$ cat src/rtl/sine_pdm_dac_pkg.sv
// Shared constants and the sine table generator for the test-tone DAC path.
// sine_rom() is evaluated at elaboration time to build the ROM contents.
package sine_pdm_pkg;

    localparam int SINE_WIDTH  = 8;
    localparam int PHASE_WIDTH = 8;

    // pi in Q30 fixed point
    localparam longint PI_Q30 = 64'sd3373259426;

    // round(127.5 + 127.5*sin(2*pi*p/256)); quarter-wave folded, Taylor series in Q30
    function automatic logic [SINE_WIDTH-1:0] sine_rom(input int p);
        int     q;
        int     h;
        int     a;
        longint x;
        longint x2;
        longint term;
        longint s;
        longint v;
        q    = p & 255;
        h    = q & 127;
        a    = (h <= 64) ? h : 128 - h;
        x    = (longint'(a) * PI_Q30) >>> 7;
        x2   = (x * x) >>> 30;
        term = x;
        s    = x;
        for (int k = 1; k <= 8; k++) begin
            term = -((term * x2) >>> 30) / longint'((2 * k) * (2 * k + 1));
            s    = s + term;
        end
        if (q >= 128) s = -s;
        v = ((longint'(128) <<< 31) + longint'(255) * s) >>> 31;
        return SINE_WIDTH'(v);
    endfunction

endpackage

$ cat src/rtl/sine_pdm_dac_if.sv
// Control strobes and outputs of the sine PDM DAC, grouped for port connection.
interface sine_pdm_dac_if;
    import sine_pdm_pkg::*;

    logic                  sine_ce;
    logic                  sample_load;
    logic [SINE_WIDTH-1:0] sine_out;
    logic                  dac_out;

    modport master (
        output sine_ce,
        output sample_load,
        input  sine_out,
        input  dac_out
    );

    modport slave (
        input  sine_ce,
        input  sample_load,
        output sine_out,
        output dac_out
    );

endinterface

$ cat src/rtl/sine_pdm_dac_pdm.sv
// First-order pulse-density modulator: the carry out of a free-running
// accumulator is the 1-bit DAC stream.
module pdm_modulator #(
    parameter int INPUT_WIDTH = 8
) (
    input  logic                   clk,
    input  logic                   reset,
    input  logic [INPUT_WIDTH-1:0] sample,
    output logic                   dac_out
);

    logic [INPUT_WIDTH-1:0] acc_p0;
    logic [INPUT_WIDTH:0]   sum;

    assign sum = {1'b0, acc_p0} + {1'b0, sample};

    // stage p0: accumulator keeps its residue across sample changes
    always_ff @(posedge clk) begin
        if (reset) begin
            acc_p0  <= '0;
            dac_out <= 1'b0;
        end else begin
            acc_p0  <= sum[INPUT_WIDTH-1:0];
            dac_out <= sum[INPUT_WIDTH];
        end
    end

endmodule

$ cat src/rtl/sine_pdm_dac.sv
// Test-tone DAC path: table sine generator, audio-rate sample-and-hold, and
// a first-order PDM driving a 1-bit output pin.
module sine_pdm_dac
    import sine_pdm_pkg::*;
#(
    parameter int INPUT_WIDTH = 8,
    parameter int PHASE_WIDTH = 8
) (
    input  logic           clk,
    input  logic           reset,
    sine_pdm_dac_if.slave  bus
);

    if (INPUT_WIDTH < SINE_WIDTH || PHASE_WIDTH != sine_pdm_pkg::PHASE_WIDTH) begin : g_bad_cfg
        $error("sine_pdm_dac: unsupported INPUT_WIDTH/PHASE_WIDTH");
    end

    logic [SINE_WIDTH-1:0] rom [2**PHASE_WIDTH];

    for (genvar g = 0; g < 2**PHASE_WIDTH; g++) begin : g_rom
        localparam logic [SINE_WIDTH-1:0] ENTRY = sine_rom(g);
        assign rom[g] = ENTRY;
    end

    logic [PHASE_WIDTH-1:0] phase_p0;
    logic [SINE_WIDTH-1:0]  sine_p1;
    logic [INPUT_WIDTH-1:0] sample_p2;

    // stage p0 phase, p1 ROM lookup, p2 hold register (captures p1 before it updates)
    always_ff @(posedge clk) begin
        if (reset) begin
            phase_p0  <= '0;
            sine_p1   <= SINE_WIDTH'(8'h80);
            sample_p2 <= '0;
        end else begin
            if (bus.sine_ce) phase_p0 <= phase_p0 + PHASE_WIDTH'(1);
            sine_p1 <= rom[phase_p0];
            if (bus.sample_load)
                sample_p2 <= INPUT_WIDTH'(sine_p1) << (INPUT_WIDTH - SINE_WIDTH);
        end
    end

    assign bus.sine_out = sine_p1;

    pdm_modulator #(
        .INPUT_WIDTH(INPUT_WIDTH)
    ) u_pdm (
        .clk     (clk),
        .reset   (reset),
        .sample  (sample_p2),
        .dac_out (bus.dac_out)
    );

endmodule

$ cat src/flat_wrapper.sv
// flat-port wrapper written by rule: the top's interface ports become plain ports
module sine_pdm_dac_flat import sine_pdm_pkg::*;
#(
    parameter int INPUT_WIDTH = 8,
    parameter int PHASE_WIDTH = 8
)
  (clk, reset, bus_sine_ce, bus_sample_load, bus_sine_out, bus_dac_out);
  sine_pdm_dac_if bus_i ();
  input  logic clk;
  input  logic reset;
  input wire logic [$bits(bus_i.sine_ce)-1:0] bus_sine_ce;
  input wire logic [$bits(bus_i.sample_load)-1:0] bus_sample_load;
  output wire logic [$bits(bus_i.sine_out)-1:0] bus_sine_out;
  output wire logic [$bits(bus_i.dac_out)-1:0] bus_dac_out;
  assign bus_i.sine_ce = bus_sine_ce;
  assign bus_i.sample_load = bus_sample_load;
  assign bus_sine_out = bus_i.sine_out;
  assign bus_dac_out = bus_i.dac_out;
  sine_pdm_dac #(.INPUT_WIDTH(INPUT_WIDTH), .PHASE_WIDTH(PHASE_WIDTH)) u_core (.clk(clk), .reset(reset), .bus(bus_i));
endmodule
$ cat config.mk
export PLATFORM = sky130hd
export DESIGN_NAME = sine_pdm_dac_flat
export DESIGN_NICKNAME = d
export VERILOG_FILES = /design/src/rtl/sine_pdm_dac_pkg.sv /design/src/rtl/sine_pdm_dac_if.sv /design/src/rtl/sine_pdm_dac_pdm.sv /design/src/rtl/sine_pdm_dac.sv /design/src/flat_wrapper.sv
export SDC_FILE = /design/constraint.sdc
export NUM_CORES = 1
export LEC_CHECK = 0
export CAP_MARGIN = 25
export CORE_MARGIN = 2
export CORE_UTILIZATION = 40
export CTS_BUF_LIST = sky130_fd_sc_hd__clkbuf_16
export DETAILED_ROUTE_END_ITERATION = 10
export REMOVE_ABC_BUFFERS = 1
export SLEW_MARGIN = 40
export SYNTH_ARGS = -nofsm -noshare
export SYNTH_HDL_FRONTEND = slang
export SYNTH_SLANG_ARGS = --single-unit
$ cat constraint.sdc
create_clock -name clk -period 3.5 [get_ports clk]
set_input_delay 0.875 -clock clk [delete_from_list [all_inputs] [get_ports clk]]
set_output_delay 0.875 -clock clk [all_outputs]
set_load 0.005 [all_outputs]
==> results of run 1 <==
-- power by group through the flow --
stage / logic (mW) / clock network, mW / registers, mW
2_1_floorplan: 0.153 / 0 / 0.411
3_3_place_gp: 0.248 / 0 / 0.402
3_5_place_dp: 0.247 / 0 / 0.403
4_1_cts: 0.247 / 0.422 / 0.395
5_1_grt: 0.272 / 0.436 / 0.396
6_report: 0.252 / 0.413 / 0.395
-- state kept, by name, summed over array words and instances, names as in the netlist --
register	count
u_core.sample_p2	8
u_core.phase_p0	8
u_core.u_pdm.acc_p0	8
u_core.bus.sine_out	8
u_core.u_pdm.dac_out	1
-- stage by stage --
step	total power [mW]	worst slack [ns]	area (µm²)	utilization, %	instances
2_1_floorplan	0.5642	0.4435	3178	-	422
3_3_place_gp	0.6500	0.9498	3552	43.23	555
3_5_place_dp	0.6496	0.9665	3552	43.23	555
4_1_cts	1.064	0.9974	3691	44.92	563
5_1_grt	1.105	0.7982	3686	44.86	563
6_report	1.061	0.9150	3686	44.86	563
-- critical path, delay by kind of cell, from the launching register on --
family | cells | cell delay (ns)
DFF | 1 | 0.35
and+or+nand+nor | 2 | 0.57
adders and majority gates | 1 | 0.54
buffers and inverters | 2 | 0.23
AOI/OAI and AO/OA | 4 | 0.71
-- per-layer routing --
metal  routed length [µm]  track usage, %  vias up
li1                     -               -     1681
met1                 4630           32.38     1679
met2                 4976           37.50      220
met3                  815           2.349       26
met4                  269           10.24        0
met5                    0               0        -
-- cell type report --
class,count,area [µm²]
fillers,838,4531
well taps,105,131.4
flip-flops and latches,33,663.1
clock inverters,3,13.76
multi-input cells,374,2461
repair buffers,28,235.2
clock buffers,5,125.1
inverters,15,56.30
-- cell usage in the layout, fill, tap and decap left out, types with 11 or more instances in the layout --
cell and count:
nor2b_1 20, nand2b_1 18, ha_1 23, buf_4 16, mux2i_1 14, clkdlybuf4s50_1 11, dfxtp_1 31, inv_1 14
nand2_1 35, a211oi_1 13, o21ai_0 36, a21oi_1 40, nor2_1 52
-- cell families (layout without fill, tap and decap cells) --
| logic type | count (synthesis) | in the layout | synth area share [%] |
|---|---|---|---|
| and+or+nand+nor | 166 | 166 | 23.75 |
| AOI/OAI and AO/OA | 156 | 156 | 30.36 |
| xor gates and xnor gates | 9 | 9 | 2.327 |
| adders and majority gates | 24 | 24 | 9.084 |
| muxes | 19 | 19 | 7.127 |
| DFF | 33 | 33 | 19.50 |
| buffers and inverters | 59 | 51 | 7.865 |
-- path summary, 6_finish.rpt --
kind | startpoint | endpoint | depth (start not counted)
setup / recovery | u_core.phase_p0[1] | u_core.bus.sine_out[1] | 9
hold / removal | u_core.bus.sine_out[2] | u_core.sample_p2[2] | 2
setup reg to reg | u_core.phase_p0[1] | u_core.bus.sine_out[1] | 9
hold reg to reg | u_core.bus.sine_out[2] | u_core.sample_p2[2] | 2
==> flow_summary.ini, run 1 <==
[logic_synthesis]
ys_ff_latch = 33
yosysUniqueCellTypes = 64
yosys_warnings = 0
yosysTopAreaCellShare_pct = 19.50
synth_top_cells_by_count = nor2_1, a21oi_1, o21ai_0
syn_inst = 466
synth_ff_type = dfxtp_1
yosys.area.top_type = dfxtp_1
synth_edf_count = 0
syn_area_mm2 = 0.003388
synth_area_leaders = dfxtp_1, ha_1, a21oi_1
async_flop_share_pct = 0
seq_area_frac_synth_pct = 19.50
syn_area_per_cell_um2 = 7.271
synth_most_common_cell = nor2_1

[grt]
grt_overflow = 0
antenna_found_initial = 0
grt_pass1_wl_um = 16880
grt_pass1_vias = 3227
grt_max_degree = 33
track_usage_pct = 23.62

[detailed_routing]
routed_via_density = 6.405
drc = 0
drtIter0Drc = 413
antenna_left = 0
wl_um = 10690
wl_per_cell_um = 18.99
vias = 3606
first_pass_iters = 5

[sta]
relSlewSlack_pct = 48.02
finalSetupTns_ns = 0
hold_violations = 0
slew_viol_final = 0
worstMarginPinSlew_ns = 0.7787
setup_viol = 0
max_freq_ghz = 0.3868
skew_ns = 0.004116
hold_ws_ns = 0.4930
post-route-period-util_pct = 73.86
min_period_ns = 2.585
rsz0062_at_grt = no

[power]
power_leakage_nw = 1.344
pwr_density_cell_mw_per_mm2 = 287.7
intPower_mw = 0.7439
clock_power_share_pct = 39.0
seqPwrFrac_pct = 37.2
ir_drop_mv = 0.1981
power_frac_comb_pct = 23.8
switchingPower_mw = 0.3167
p_sw_share_pct = 29.86

[critical_path]
cp_common_cell = a31oi_1
startpoint_type = register
endpoint_kind = register
cp.required_ns = 3.59
cp.arrival_ns = 2.67
critPathSlowestCell = ha_1
slowest_delay_ns = 0.54
path_class = register to register
cp_max_fo = 19
worstPathCellList = inv_1 -> buf_4 -> ha_1 -> or2_2 -> o22ai_1 -> nor2_1 -> a31oi_1 -> a41o_1 -> a31oi_1
worst-r2r-setup-slack_ns = 0.92

[final_layout]
syn2layout_area_growth_pct = 8.789
drive_gt1_share_pct = 8.515
layout.nets = 485
diodes = 0

[clocking]
cts_hold_repair.buffers = 0
root_buffer = clkbuf_16
htreeDepth = 2
cts_tree = yes
cts_buffers = 5
clock-sinks = 33
clkTransAtPathRegs_ns = 0.05
clockBufferDepth = 2
clkLatencyLatePin_ns = 0.27
post_cts_buffers = 0
post_cts_resized = 0

[placed_design]
dpl.hpwl_um = 7536
place_congestion = 0.9706
port_buffers = 12

[job]
drv_cap = 0

[status]
status = finished clean

[hold_path]
hp-class = register to register

[die]
io_pins = 13
start_util_pct = 41.24
die_y_um = 96.04
num_rows = 33
core_area_mm2 = 0.008217
die_w_um = 96.04
die-area_mm2 = 0.009223
Note: power is estimated with default switching activity, not from simulation.
==> run 2, diff against run 1 <==
- clock period: 3.5 -> 2.3 ns (I/O delays scaled with it)
==> run 2 against run 1 <==
Die area is the same. Clock power grew 54%. Critical path type unchanged. Clock skew grew 0.0021 ns. Clock-buffer cell count is the same. Register-to-register slack lost 0.80 ns. Maximum frequency grew 18%. Final area grew 6.6%. Highest routed layer unchanged. Sequential power grew 52%. Combinational power grew 70%. First-iteration DRC count shrank 30%. Core utilization grew 3.0 points.
==> flow_summary.ini, run 2 (synthesis gave the netlist of run 1 again) <==
[placed_design]
place_area_mm2 = 0.003762
place_congestion = 0.9683
port_buffers = 12
dpl.hpwl_um = 8048

[detailed_routing]
antenna_left = 0
vias = 3732
routed_via_density = 6.369
drtIter0Drc = 290
first_pass_iters = 6
wl_per_cell_um = 19.17
wl_um = 11230
drc = 0

[final_layout]
layout.nets = 508
drive_gt1_share_pct = 13.72
final_area_mm2 = 0.003930
diodes = 0
syn2layout_area_growth_pct = 15.99
final_cell_mix = nor2_1, a21oi_1, o21ai_0, buf_4, nand2_1
layout_commonest_cell = nor2_1

[clocking]
post_cts_resized = 0
clkLatencyLatePin_ns = 0.27
cts_buffers = 5
cts_tree = yes
clockBufferDepth = 2
clock-sinks = 33
cts_hold_repair.buffers = 0
post_cts_buffers = 0
htreeDepth = 2
clkTransAtPathRegs_ns = 0.06
root_buffer = clkbuf_16

[power]
p_sw_share_pct = 29.91
switchingPower_mw = 0.4989
power_leakage_nw = 1.466
clock_power_share_pct = 38.3
intPower_mw = 1.169
seqPwrFrac_pct = 36.0
power_frac_comb_pct = 25.7
pwr_density_cell_mw_per_mm2 = 424.4
ir_drop_mv = 0.2565

[critical_path]
cp_max_fo = 7
cp.arrival_ns = 2.36
cp.required_ns = 2.47
path_class = register to register
startpoint_type = register
cp-startpoint = u_core.phase_p0[0]
r2r_start = u_core.phase_p0[0]
endpoint_kind = register

[die]
io_pins = 13
start_util_pct = 41.24
die-area_mm2 = 0.009223
core_area_mm2 = 0.008217
die_y_um = 96.04
num_rows = 33
die_w_um = 96.04

[sta]
min_period_ns = 2.187
skew_ns = 0.006214
max_freq_ghz = 0.4572
worstMarginPinSlew_ns = 0.8086
finalSetupTns_ns = 0
setup_viol = 0
relSlewSlack_pct = 46.02
post-route-period-util_pct = 95.10
rsz0062_at_grt = no
hold_violations = 0
slew_viol_final = 0
hold_ws_ns = 0.5061

[grt]
track_usage_pct = 25.19
grt_overflow = 0
grt_pass1_wl_um = 18240
grt_max_degree = 46
grt_pass1_vias = 3593
antenna_found_initial = 0

[job]
drv_cap = 0

[status]
status = finished clean

[hold_path]
hp-class = register to register
hold_start = u_core.bus.sine_out[7]
run 2: power groups by stage:
stage / Clock [mW] / Sequential (mW) / Combinational [mW]
final: 0.638 / 0.601 / 0.429
after floorplan: 0 / 0.625 / 0.234
after CTS: 0.652 / 0.601 / 0.406
after detailed placement: 0 / 0.614 / 0.404
after global placement: 0 / 0.613 / 0.402
after global routing: 0.672 / 0.603 / 0.466
run 2: path summary, 6_finish.rpt:
path,cells after the start,to,slack (ns)
worst max-delay path,10,u_core.bus.sine_out[1],0.11
worst min-delay path,2,u_core.sample_p2[7],0.51
worst max register to register,10,u_core.bus.sine_out[1],0.11
worst min register to register,2,u_core.sample_p2[7],0.51
run 2: metrics by stage:
stage	power [mW]	std cells	setup WS (ns)	util, %
finish	1.668	586	0.1126	47.83
floorplan	0.8585	422	-0.7565	-
CTS	1.659	586	0.03689	47.48
global route	1.741	586	0.004070	47.83
detailed placement	1.018	578	0.03321	45.79
global placement	1.014	578	0.09394	45.79
run 2: per-layer routing:
layer  up-vias  global-route usage (%)  part of all wire, %
met5         -                       0                    0
met4         0                   9.762                  2.3
met3        22                   2.897                  6.1
met2       159                   42.25                   48
met1      1809                   32.90                   44
li1       1742                       -                    -
run 2: layout make-up:
type                            instances  area [µm²]
Multi-Input combinational cell        374        2490
Inverter                               15       56.30
Clock buffer                            5       125.1
Clock inverter                          3       13.76
Fill cell                             851        4287
Timing Repair Buffer                   51       450.4
Sequential cell                        33       663.1
Tap cell                              105       131.4
run 2: worst max-delay path: stages (launching register included):
cell,delay [ns]
dfxtp_1,0.37
inv_1,0.11
buf_4,0.18
ha_1,0.21
buf_4,0.17
nor2_2,0.14
nor4_1,0.08
a311oi_1,0.23
a21oi_1,0.11
a41o_1,0.28
a31oi_1,0.22
==> run 3, diff against run 2 <==
- PLACE_DENSITY: default -> 0.67
==> run 3 against run 2 <==
Cell count rose by 0.51%. Die area unchanged. Clock power grew 19%. First-iteration DRC count rose by 71%. Final area is 1.3% higher. Critical path depth fell by 1. Core utilization is 0.61 points higher. Sequential power is essentially flat. Largest power group unchanged.
==> flow_summary.ini, run 3 (synthesis gave the netlist of run 1 again) <==
[status]
status = finished clean

[hold_path]
hp-class = register to register
min_path_cells = 2

[critical_path]
path_class = register to register
startpoint_type = register
endpoint_kind = register
cp.required_ns = 2.44
cp.arrival_ns = 2.36
reg2regPathDepth = 9
cp_max_fo = 8

[power]
seqPwrFrac_pct = 33.7
intPower_mw = 1.275
pwr_density_cell_mw_per_mm2 = 448.4
p_sw_share_pct = 28.56
clock_power_share_pct = 42.7
power_leakage_nw = 1.485
switchingPower_mw = 0.5097
power_frac_comb_pct = 23.6
ir_drop_mv = 0.2979

[clocking]
clock-sinks = 33
cts_tree = yes
post_cts_buffers = 0
clkTransAtPathRegs_ns = 0.06
root_buffer = clkbuf_16
cts_buffers = 5
htreeDepth = 2
clkLatencyLatePin_ns = 0.28
clockBufferDepth = 2
cts_hold_repair.buffers = 0

[die]
io_pins = 13
die_y_um = 96.04
die-area_mm2 = 0.009223
num_rows = 33
start_util_pct = 41.24
core_area_mm2 = 0.008217
die_w_um = 96.04

[grt]
antenna_found_initial = 0
use_met2_pct = 42.30
grt_pass1_wl_um = 18750
grt_overflow = 0
use_met3_pct = 5.717
track_usage_pct = 26.41
grtUsageMet1_pct = 34.13
grt_max_degree = 38
grt_pass1_vias = 3693
top_usage_layer = met2

[detailed_routing]
routed_via_density = 6.465
drtIter0Drc = 495
antenna_left = 0
vias = 3808
wl_per_cell_um = 19.49
wl_um = 11480
drc = 0
first_pass_iters = 6

[final_layout]
drive_gt1_share_pct = 14.88
final_cell_mix = nor2_1, a21oi_1, buf_4, o21ai_0, nand2_1
fillerInstances = 840
syn2layout_area_growth_pct = 17.47
fin_cells = 589
diodes = 0
layout.nets = 511
layout_commonest_cell = nor2_1

[placed_design]
port_buffers = 12
dpl.hpwl_um = 8302
dp.cells = 581
place_congestion = 1.117

[sta]
hold_ws_ns = 0.5011
slew_viol_final = 0
post-route-period-util_pct = 96.42
setup_viol = 0
relSlewSlack_pct = 52.27
worstMarginPinSlew_ns = 0.7149
max_freq_ghz = 0.4509
skew_ns = 0.01168
rsz0062_at_grt = no
min_period_ns = 2.218
hold_violations = 0

[job]
drv_cap = 0
run 3: changes by cell type in the layout (fill, tap and decap cells not counted), moves of 2 or more:
cell      previous run  this run
buf_4               36        40
clkinv_2             2         0
nor2b_1             20        18
nor2b_2              0         2
run 3: worst max-delay path, cell delays in order (launching register included):
cell	delay, ns
dfxtp_1	0.33
buf_4	0.18
ha_1	0.22
buf_4	0.18
nor2b_2	0.17
a211oi_1	0.25
a21oi_1	0.10
o31ai_2	0.36
o22a_1	0.21
o31ai_1	0.08
run 3: repair_timing:
action	4_1_cts	5_1_grt
endpoints found under the setup margin	0	5
gates resized for setup	0	11
hold endpoints to repair	0	0
run 3: final timing paths:
| kind | from | endpoint | slack, ns |
|---|---|---|---|
| hold reg to reg | u_core.sample_p2[0] | u_core.sample_p2[0] | 0.50 |
| hold / removal | u_core.sample_p2[0] | u_core.sample_p2[0] | 0.50 |
| setup / recovery | u_core.phase_p0[1] | u_core.bus.sine_out[2] | 0.08 |
| setup reg to reg | u_core.phase_p0[1] | u_core.bus.sine_out[2] | 0.08 |
run 3: through the flow:
stage          TNS [ns]  cell area, µm²  utilization, %  power [mW]  worst slack (ns)
2_1_floorplan    -3.765            3178               -      0.8585           -0.7565
3_3_place_gp          0            3772           45.91       1.010           0.08246
3_5_place_dp          0            3772           45.91       1.014           0.08254
4_1_cts               0            3935           47.89       1.775           0.06934
5_1_grt               0            3980           48.44       1.851          0.005898
6_report              0            3980           48.44       1.785           0.08228
run 3: per-layer routing:
layer | vias up | share of wire, %
met2 | 245 | 45
li1 | 1743 | -
met4 | 0 | 3.8
met5 | - | 0
met1 | 1766 | 40
met3 | 54 | 11
run 3: layout make-up:
cell class / count / area, µm² / share of cell area [%]
clock buffer: 5 / 125.1 / 3.144
inverter: 15 / 56.30 / 1.415
sequential: 33 / 663.1 / 16.66
clock inverter: 3 / 37.54 / 0.9431
timing repair buffer: 54 / 460.4 / 11.57
tap: 105 / 131.4 / 3.301
multi-input combinational: 374 / 2506 / 62.97
run 3: power groups by stage:
stage / Combinational (mW) / Clock [mW] / Sequential (mW)
finish: 0.421 / 0.762 / 0.602
global route: 0.458 / 0.790 / 0.604
CTS: 0.402 / 0.771 / 0.602
detailed placement: 0.400 / 0 / 0.614
global placement: 0.397 / 0 / 0.613
floorplan: 0.234 / 0 / 0.625
